==> src/rtl/bsram_port_arbiter.sv <==
`default_nettype none
// ============================================================================
// Module   : bsram_port_arbiter
// Purpose  : Round-robin, burst-bounded sharing of one block-SRAM port between
//            N requesters, with tagged read-data return.
// Revision : 1.0
// ============================================================================
module bsram_port_arbiter #(
    parameter int N         = 3,
    parameter int A_SIZE    = 10,
    parameter int W_SIZE    = 16,
    parameter int MAX_BURST = 4,
    parameter int RD_LAT    = 1
) (
    input  logic                  clk,
    input  logic                  reset,
    input  logic [N-1:0]          req,
    input  logic [N-1:0]          we,
    input  logic [N*A_SIZE-1:0]   addr,
    input  logic [N*W_SIZE-1:0]   wdata,
    output logic [N-1:0]          gnt,
    output logic [N-1:0]          rvalid,
    output logic [W_SIZE-1:0]     rdata,
    output logic                  mem_ce,
    output logic                  mem_wre,
    output logic [A_SIZE-1:0]     mem_ad,
    output logic [W_SIZE-1:0]     mem_din,
    input  logic [W_SIZE-1:0]     mem_dout
);

    localparam int         PW          = (N > 1) ? $clog2(N) : 1;
    localparam logic [7:0] C_MAX_BURST = 8'(MAX_BURST);

    typedef enum logic [0:0] {S_IDLE = 1'b0, S_OWN = 1'b1} state_t;

    state_t          state_q, state_d;
    logic [PW-1:0]   owner_q, owner_d;
    logic [PW-1:0]   ptr_q, ptr_d;
    logic [7:0]      cnt_q, cnt_d;
    logic [PW-1:0]   w_win;
    logic            w_grant;
    logic [N-1:0]    w_others;
    logic [N-1:0]    tag_q [RD_LAT];

    // First asserted request scanning p+1, p+2, ... modulo N.
    function automatic logic [PW-1:0] f_pick(input logic [N-1:0] r, input logic [PW-1:0] p);
        int idx;
        f_pick = p;
        for (int k = N; k >= 1; k--) begin
            idx = (int'(p) + k) % N;
            if (r[idx]) f_pick = PW'(idx);
        end
    endfunction

    always_comb begin
        state_d  = state_q;
        owner_d  = owner_q;
        cnt_d    = cnt_q;
        ptr_d    = ptr_q;
        w_win    = owner_q;
        w_grant  = 1'b0;
        w_others = req & ~(N'(1) << owner_q);
        case (state_q)
            S_IDLE: begin
                if (|req) begin
                    w_win   = f_pick(req, ptr_q);
                    w_grant = 1'b1;
                    state_d = S_OWN;
                    owner_d = w_win;
                    cnt_d   = 8'd1;
                end
            end
            S_OWN: begin
                if (req[owner_q] && (cnt_q < C_MAX_BURST)) begin
                    w_grant = 1'b1;
                    cnt_d   = cnt_q + 8'd1;
                end else if (req[owner_q] && (w_others == '0)) begin
                    w_grant = 1'b1;
                    cnt_d   = 8'd1;
                end else if (|w_others) begin
                    // Scanning from the old owner leaves it with lowest priority.
                    ptr_d   = owner_q;
                    w_win   = f_pick(req, owner_q);
                    w_grant = 1'b1;
                    owner_d = w_win;
                    cnt_d   = 8'd1;
                end else begin
                    state_d = S_IDLE;
                    ptr_d   = owner_q;
                end
            end
            default: state_d = S_IDLE;
        endcase
        if (reset) w_grant = 1'b0;
    end

    always_ff @(posedge clk) begin
        if (reset) begin
            state_q <= S_IDLE;
            owner_q <= '0;
            cnt_q   <= '0;
            ptr_q   <= PW'(N - 1);
        end else begin
            state_q <= state_d;
            owner_q <= owner_d;
            cnt_q   <= cnt_d;
            ptr_q   <= ptr_d;
        end
    end

    assign gnt     = w_grant ? (N'(1) << w_win) : '0;
    assign mem_ce  = w_grant;
    assign mem_wre = w_grant & we[w_win];
    assign mem_ad  = w_grant ? addr[w_win*A_SIZE +: A_SIZE]  : '0;
    assign mem_din = w_grant ? wdata[w_win*W_SIZE +: W_SIZE] : '0;

    // Read tags ride alongside the SRAM latency so data returns to its issuer.
    always_ff @(posedge clk) begin
        if (reset) begin
            for (int k = 0; k < RD_LAT; k++) tag_q[k] <= '0;
        end else begin
            tag_q[0] <= gnt & ~we;
            for (int k = 1; k < RD_LAT; k++) tag_q[k] <= tag_q[k-1];
        end
    end

    assign rvalid = reset ? '0 : tag_q[RD_LAT-1];
    assign rdata  = mem_dout;

endmodule
`default_nettype wire

==> config.mk <==
export PLATFORM = sky130hd
export DESIGN_NAME = bsram_port_arbiter
export DESIGN_NICKNAME = d
export VERILOG_FILES = /design/src/rtl/bsram_port_arbiter.sv
export SDC_FILE = /design/constraint.sdc
export NUM_CORES = 1
export LEC_CHECK = 0
export ABC_AREA = 1
export ABC_CLOCK_PERIOD_IN_PS = 4500
export CORE_UTILIZATION = 39
export DETAILED_ROUTE_END_ITERATION = 8
export GPL_ROUTABILITY_DRIVEN = 0
export PLACE_DENSITY = 0.9
export SLEW_MARGIN = 30
export SYNTH_ARGS = -nofsm -noshare
export SYNTH_HDL_FRONTEND = slang
export SYNTH_SLANG_ARGS = --single-unit
==> constraint.sdc <==
create_clock -name clk -period 4.5 [get_ports clk]
set_input_delay 0.9 -clock clk [delete_from_list [all_inputs] [get_ports clk]]
set_output_delay 0.9 -clock clk [all_outputs]
set_load 0.02 [all_outputs]
==> flow_summary.ini <==
[placed_design]
hpwl_um = 5680
portBuffers = 119

[detailed_routing]
avgRoutedWirePerCell_um = 12.6
ant_nets = 0
drtIter0Drc = 131
vias_per_cell = 5.08
drt_wl_total_um = 7430
drc = 0
via_count = 2996
dr.pass1.iters = 5

[hold_path]
worstHoldPathType = flop to flop
min_to = cnt_q[5]
holdCritStartpoint = cnt_q[5]
hold_path_depth = 2

[clocking]
clkSinkCount = 16
cts_buffers = 3
clk_pin_slew_ns = 0.06
h-tree-depth = 1
postCtsHoldBufs = 0
clk_path_buf_depth = 2
cts_tree = built
clk_latency_ns = 0.25
root_buffer = clkbuf_8

[global_routing]
grt_max_degree = 31
grt-ovfl-total = 0
track_usage_pct = 24.3
grt_pass1_wl_um = 12000
grt_pass1_vias = 2759
antenna_found_initial = 0

[job]
cap_viol_max_count = 0

[critical_path]
path_max_fanout = 11
critPathCaptureType = output pin
reg2reg_slack_ns = 2.23
reg2reg_depth = 14
start_kind = primary input
reg2reg_from = owner_q[0]
cp.required_ns = 3.60
r2r-end = tag_q[0][1]
crit_type = primary input to output pin
critPathArrivalTime_ns = 3.49

[timing]
fin_skew_ns = 0.00149
timing.fmax_ghz = 0.228
hold_violations = 0
finalMaxSlewViolations = 0
fin_crit_sh_pct = 97.5
hold_ws_ns = 0.434
setup_viol = 0
fin_crit_ns = 4.39
maxSlewHeadroom_pct = 76.4
tightest_slew_ns = 0.354

[yosys]
synth_top_cell_area_share_pct = 18.1
synth_nets = 518
avgSynthCellArea_um2 = 5.44
synth_top_area_cell = nand2_1
ys.flop_type = dfxtp_1
seq_area_frac_synth_pct = 14.5
synth_cells = 407
ys_types = 27
synth_common_cells = nand2_1, inv_1, nand3_1
yosysMostFrequentCell = nand2_1
ys_warn_count = 0
synth_edf_count = 0
ys_ff_latch = 16
synthTopCellsByArea = nand2_1, nand3_1, dfxtp_1
syn-cell-area_um2 = 2210
async_flop_share_pct = 0

[pwr]
power_mw = 1.66
vdd_drop_max_uv = 263
p_per_area_nw_per_um2 = 462
leakagePower_nw = 2.06

[floorplanning]
core-area_um2 = 5470
row_count = 27
initial_core_util_pct = 40.5
die_y_um = 77.4
die_w_um = 77.4
die_area_um2 = 5980
ios = 152

[layout]
fill_cells = 470
final_net_count = 630
syn2layout_area_growth_pct = 62.4
num_antenna_cells = 0
drive_gt1_share_pct = 9.65

[status]
status = completed
## routing by layer
layer | wire length (um) | track usage [%]
met1 | 2930 | 26.4
met5 | 0 | 0
met4 | 167 | 8.87
met3 | 466 | 4.00
met2 | 3860 | 46.5
## stage by stage
step | area (um^2) | TNS [ns] | std cells | utilization [%] | worst slack (ns)
after global routing | 3600 | -0.180 | 590 | 65.7 | -0.0270
after detailed placement | 3420 | -0.247 | 579 | 62.5 | -0.0443
after global placement | 3420 | 0 | 579 | 62.5 | 0.0534
after floorplan | 2210 | 0 | 407 | - | 1.20
after CTS | 3490 | 0 | 584 | 63.7 | 0.0364
final | 3600 | 0 | 590 | 65.7 | 0.113
## cell usage in the layout (no fill, tap or decap), drive strengths merged
| cell | n |
|---|---|
| clkbuf | 4 |
| dfxtp | 16 |
| nand2 | 111 |
| nor3 | 2 |
| or2 | 1 |
| o211ai | 2 |
| nand4 | 28 |
| nand3b | 2 |
| clkdlybuf4s50 | 104 |
| nor2 | 27 |
| o21bai | 1 |
| a21oi | 8 |
| ha | 9 |
| nand3 | 74 |
| dlymetal6s2s | 15 |
| buf | 21 |
| o21ai | 6 |
| inv | 87 |
## power breakdown
part	switching (mW)	total (mW)	internal (mW)
combinational	0.787	1.36	0.569
clock	0.0474	0.125	0.0776
sequential	0.0205	0.181	0.161
## critical path, cell delays in order
cell	delay [ns]
clkdlybuf4s50_1	0.55
inv_2	0.10
nand2_1	0.07
nand3_1	0.10
nand2_1	0.10
nand2_1	0.10
nand2_2	0.11
nor2_1	0.05
nand2_1	0.05
nand2_1	0.04
nand2_1	0.11
nand2_1	0.10
inv_2	0.15
buf_4	0.20
nand3_1	0.09
nand2_1	0.07
clkdlybuf4s50_1	0.60
## cell families (layout without fill, tap and decap cells)
kind of cell               count (synthesis)  count (layout)  share of synthesized area, %
DFF                                       16              16                          14.5
AOI/OAI and AO/OA                         17              17                          4.86
adders and majority gates                  9               9                          5.08
and+or+nand+nor                          244             245                          51.3
buffers and inverters                    121             231                          24.3
## how the worst max path moves through the flow
stage	start	endpoint	depth (start not counted)
3_3_place_gp	req[2]	mem_din[12]	11
3_5_place_dp	req[0]	mem_din[13]	15
6_report	req[0]	mem_wre	17
2_1_floorplan	req[2]	mem_ad[5]	11
4_1_cts	req[2]	mem_din[13]	11
5_1_grt	req[0]	mem_ad[0]	16
## flip-flops by register name, summed over array words and instances (netlist names)
register and flops:
cnt_q 8, owner_q 2, ptr_q 2, state_q 1, tag_q 3
## repair_timing
item                       in CTS  in global routing
setup buffers                   0                  6
pin swaps                       0                  3
cloned                          1                  0
resized for setup               1                 18
setup endpoints to repair      26                 29
## cell type report
type,instances,area (um^2),area share (%)
repair buffers,140,1430,39.7
multi-input cells,271,1380,38.3
inverters,87,327,9.08
flip-flops and latches,16,320,8.91
well taps,72,90.1,2.51
clock buffers,4,55.1,1.53
Note: power is estimated with default switching activity, not from simulation.
